## src/rtl/edge_event_counter.sv

```systemverilog
// Event counter behind the rising-edge detector: count, compare-match pulse, sticky interrupt.
// Optional overflow status is built only when EDGE_CNT_OVF_EN is defined; otherwise o_ovf is tied 0.
module edge_event_counter #(
    parameter int unsigned CNT_WIDTH = 32
) (
    input  logic                 i_clk,
    input  logic                 i_rst,
    input  logic                 i_en,
    input  logic                 i_pulse,
    input  logic                 i_clr,
    input  logic                 i_auto_reload,
    input  logic [CNT_WIDTH-1:0] i_cmp_val,
    input  logic                 i_int_en,
    input  logic                 i_int_clr,
    output logic [CNT_WIDTH-1:0] o_count,
    output logic                 o_match,
    output logic                 o_int_st,
    output logic                 o_int,
    output logic                 o_ovf
);

    typedef enum logic [1:0] {
        ST_IDLE = 2'd0,
        ST_RUN  = 2'd1,
        ST_HALT = 2'd2
    } state_t;

    state_t               state_q;
    state_t               state_d;
    logic [CNT_WIDTH-1:0] count_d;
    logic [CNT_WIDTH-1:0] count_inc;
    logic                 match_d;
    logic                 int_st_d;
    logic                 hit;

    assign count_inc = o_count + CNT_WIDTH'(1);
    assign hit       = (i_cmp_val != '0) && (count_inc == i_cmp_val);

    // State and datapath registers
    always_ff @(posedge i_clk or posedge i_rst) begin
        if (i_rst) begin
            state_q  <= ST_IDLE;
            o_count  <= '0;
            o_match  <= 1'b0;
            o_int_st <= 1'b0;
            o_int    <= 1'b0;
        end else begin
            state_q  <= state_d;
            o_count  <= count_d;
            o_match  <= match_d;
            o_int_st <= int_st_d;
            o_int    <= o_int_st & i_int_en;
        end
    end

    // Next state and next register values; clear beats disable beats pulse
    always_comb begin
        state_d  = state_q;
        count_d  = o_count;
        match_d  = 1'b0;
        int_st_d = o_int_st;
        if (i_int_clr) begin
            int_st_d = 1'b0;
        end

        if (i_clr) begin
            count_d = '0;
            state_d = i_en ? ST_RUN : ST_IDLE;
        end else if (!i_en) begin
            state_d = ST_IDLE;
        end else begin
            case (state_q)
                ST_IDLE: state_d = ST_RUN;
                ST_RUN: begin
                    if (i_pulse) begin
                        if (hit) begin
                            match_d  = 1'b1;
                            int_st_d = 1'b1;
                            if (i_auto_reload) begin
                                count_d = '0;
                            end else begin
                                count_d = i_cmp_val;
                                state_d = ST_HALT;
                            end
                        end else begin
                            count_d = count_inc;
                        end
                    end
                end
                ST_HALT: state_d = ST_HALT;
                default: state_d = ST_IDLE;
            endcase
        end
    end

`ifdef EDGE_CNT_OVF_EN
    logic ovf_q;

    // Sticky wrap flag; a counted pulse at all-ones can never match a nonzero compare
    always_ff @(posedge i_clk or posedge i_rst) begin
        if (i_rst) begin
            ovf_q <= 1'b0;
        end else if (i_clr) begin
            ovf_q <= 1'b0;
        end else if (i_en && (state_q == ST_RUN) && i_pulse && (&o_count) && !hit) begin
            ovf_q <= 1'b1;
        end
    end

    assign o_ovf = ovf_q;
`else
    assign o_ovf = 1'b0;
`endif

endmodule

```

## config.mk

```make
export PLATFORM = sky130hd
export DESIGN_NAME = edge_event_counter
export DESIGN_NICKNAME = d
export VERILOG_FILES = /design/src/rtl/edge_event_counter.sv
export SDC_FILE = /design/constraint.sdc
export NUM_CORES = 1
export LEC_CHECK = 0
export ABC_AREA = 0
export CAP_MARGIN = 20
export CORE_AREA = 10 10 90 112
export DETAILED_ROUTE_END_ITERATION = 7
export DIE_AREA = 0 0 100 122
export PLACE_DENSITY = 0.8
export SLEW_MARGIN = 20
export SYNTH_ARGS = -nofsm -noshare
export SYNTH_HDL_FRONTEND = slang
export SYNTH_SLANG_ARGS = --single-unit
```

## constraint.sdc

```tcl
create_clock -name i_clk -period 9.37 [get_ports i_clk]
set_input_delay 0.937 -clock i_clk [delete_from_list [all_inputs] [get_ports i_clk]]
set_output_delay 0.937 -clock i_clk [all_outputs]
set_load 0.005 [all_outputs]
```

==> flow_metrics.tcl <==
set metrics [dict create \
    post-route-min-period_ns 4.59 \
    syn_area_per_cell_um2 7.63 \
    post_cts_buffers 0 \
    synthAdderAreaFrac 0.00939 \
    layoutNonFillerInstCount 662 \
    r2r_slack_ns 4.78 \
    syn-cell-area_um2 4000 \
    grt_pass1_vias 4259 \
    vias 4369 \
    grt_max_degree 69 \
    start_util 0.499 \
    crit_type "reg2reg" \
    cts_resized 0 \
    crit_required_ns 9.59 \
    hold_ws_ns 0.512 \
    clk_path_buf_depth 2 \
    reg2reg_depth 11 \
    syn-instance-count 524 \
    end_kind "flop" \
    synthTopCellsByCount "nand2_1 (43), dfrtp_1 (37), nor2_1 (29)" \
    yosys.area_share.simple 0.381 \
    critPathArrivalTime_ns 4.82 \
    ios 76 \
    cts_max_level 2 \
    hp-class "reg2reg" \
    dieArea_um2 12200 \
    hold_depth 1 \
    slew_violations 0 \
    grt_pass1_wl_um 23700 \
    dp_cells 655 \
    worst-path-buf-inv 1 \
    clkSlewWorstSetupHoldPaths_ns 0.08 \
    firstDrtPassIters 5 \
    synth_top_family_by_area "simple AND/OR/NAND/NOR gates" \
    ir_worst_vdd_mv 0.0680 \
    holdPathEnd "o_int_st" \
    synth_edf_count 0 \
    synth.net_count 567 \
    async_flop_share 1.00 \
    p_leak_nw 1.78 \
    synth_mux_area_frac 0.0125 \
    worst_pin_slew_ns 1.10 \
    pre_cts_ws_ns 4.62 \
    nFillCells 773 \
    wire_per_inst_um 23.0 \
    antenna_found_initial 0 \
    drcViolationCount 0 \
    synth_cell_types 65 \
    relSlewSlack 0.270 \
    synth_most_common_cell "nand2_1" \
    synth_top_flop_cell "dfrtp_1" \
    cpPeakStageDelay_ns 0.93 \
    startpoint_type "flop" \
    ys_ff_latch 37 \
    clock_sinks 37 \
    r2r_end "o_count[15]" \
    numCtsBuffers 5 \
    routabilityCongestion 1.02 \
    cp_cell_sequence "ha_1 > nand4_1 > or4_4 > xor2_1 > a221oi_1 > nand4_1 > and4b_1 > buf_4 > and2_1 > a31oi_1 > o21ai_1" \
    wl_um 15200 \
    crit_family "simple AND/OR/NAND/NOR gates" \
    grt_use_total 0.244 \
    final_cell_area_um2 4750 \
    worstPathMaxFanout 40 \
    maxCapViolations 0 \
    synthTopCellsByArea "dfrtp_1 (23%), xnor2_1 (5.9%), xor2_1 (4.6%), nand2_1 (4.0%), nand3b_1 (3.9%)" \
    die_h_um 122 \
    area_growth_pct 18.9 \
    drive_gt1_frac 0.0407 \
    antenna_left 0 \
    cts-root-buf "clkbuf_8" \
    clock_latency_ns 0.31 \
    finalSetupViolations 0 \
    hold_buffers 0 \
    power_per_cell_area_nw_per_um2 80.4 \
    worst_slack_ns 4.78 \
    vias_per_cell 6.60 \
    r2r-start "o_count[0]" \
    rsz0062_at_grt "false" \
    first_iter_violations 322 \
    period_share 0.490 \
    skew_ns 0.00633 \
    synth_seq_area_share 0.232 \
    fmax_ghz 0.218 \
    die_w_um 100 \
    synth_top_area_cell "dfrtp_1" \
    dpl.hpwl_um 11300 \
    synth_xor_area_frac 0.111 \
    yosys.area.top_type_share 0.232 \
    antennaDiodeCount 0 \
    core-area_um2 8010 \
    synth_warnings 0 \
    status "completed" \
    portBuffers 74 \
    synth_compound_area_frac 0.186 \
    crit_slowest_cell "and2_1" \
    grt-ovfl-total 0 \
    hold_violations 0 \
    layout.nets 608 \
    placementRows 37 \
    cts_tree "done" \
    total_power_mw 0.382 \
    setup_tns_ns 0 \
    postLayoutCoreUtil 0.594 \
    critPathMostFrequentCell "nand4_1" \
    min-delay-start "o_int_st" \
    placed_area_um2 4660 \
]
-- cells in the final DEF (no fill, tap or decap), types with 14 or more instances in the layout --
cell type	Yosys	routed
nand3b_1	21	21
or4_1	21	21
nor2_1	29	29
nor3_1	14	14
o21ai_0	24	24
nor4_1	17	17
nand2b_1	23	23
nand3_1	23	23
nand2_1	43	43
dfrtp_1	37	37
xor2_1	21	21
a31oi_1	20	20
xnor2_1	27	27
a21oi_1	26	26
nand4_1	22	22
clkdlybuf4s50_1	0	73
-- registers in the layout, summed over array words and instances (netlist names) --
name and cells:
o_match 1, o_int 1, o_int_st 1, state_q 2, o_count 32
-- kinds of logic after synthesis --
kind of cell    count (synthesis)
simple gates                  260
other cells                     1
buf+inv                        55
flops                          37
mux                             5
compound gates                114
fa+ha+maj                       3
xor+xnor                       49
-- worst max path at each step --
stage | endpoint | startpoint | depth (start not counted) | slack [ns]
after global routing | o_count[14] | o_count[0] | 11 | 4.56
after global placement | o_count[21] | i_cmp_val[17] | 11 | 4.69
after detailed placement | o_count[28] | i_cmp_val[17] | 11 | 4.62
after floorplan | o_count[11] | o_count[0] | 13 | 6.39
after CTS | o_count[15] | o_count[0] | 11 | 4.77
final | o_count[15] | o_count[0] | 11 | 4.78
-- routing by layer --
metal | wire, um | GRT usage
met1 | 6360 | 0.302
met2 | 7460 | 0.405
met3 | 901 | 0.0493
met4 | 479 | 0.0991
met5 | 0 | 0
-- power by group --
group	switching (mW)	internal, mW	total (mW)
Sequential	0.00666	0.163	0.170
Clock	0.0654	0.0583	0.124
Combinational	0.0468	0.0420	0.0888
-- final cells by class --
type	count	area, um2	area share
Inverter	9	33.8	0.00711
Sequential cell	37	926	0.195
Timing Repair Buffer	80	781	0.164
Clock inverter	1	7.51	0.00158
Tap cell	97	121	0.0255
Multi-Input combinational cell	432	2800	0.589
Clock buffer	6	82.6	0.0174
-- worst register-to-register path, cell delays in order, from the launching register on --
cell	delay, ns
dfrtp_1	0.49
ha_1	0.31
nand4_1	0.42
or4_4	0.68
xor2_1	0.20
a221oi_1	0.27
nand4_1	0.17
and4b_1	0.27
buf_4	0.41
and2_1	0.93
a31oi_1	0.20
o21ai_1	0.15
Power figures use the tool's default switching activity.
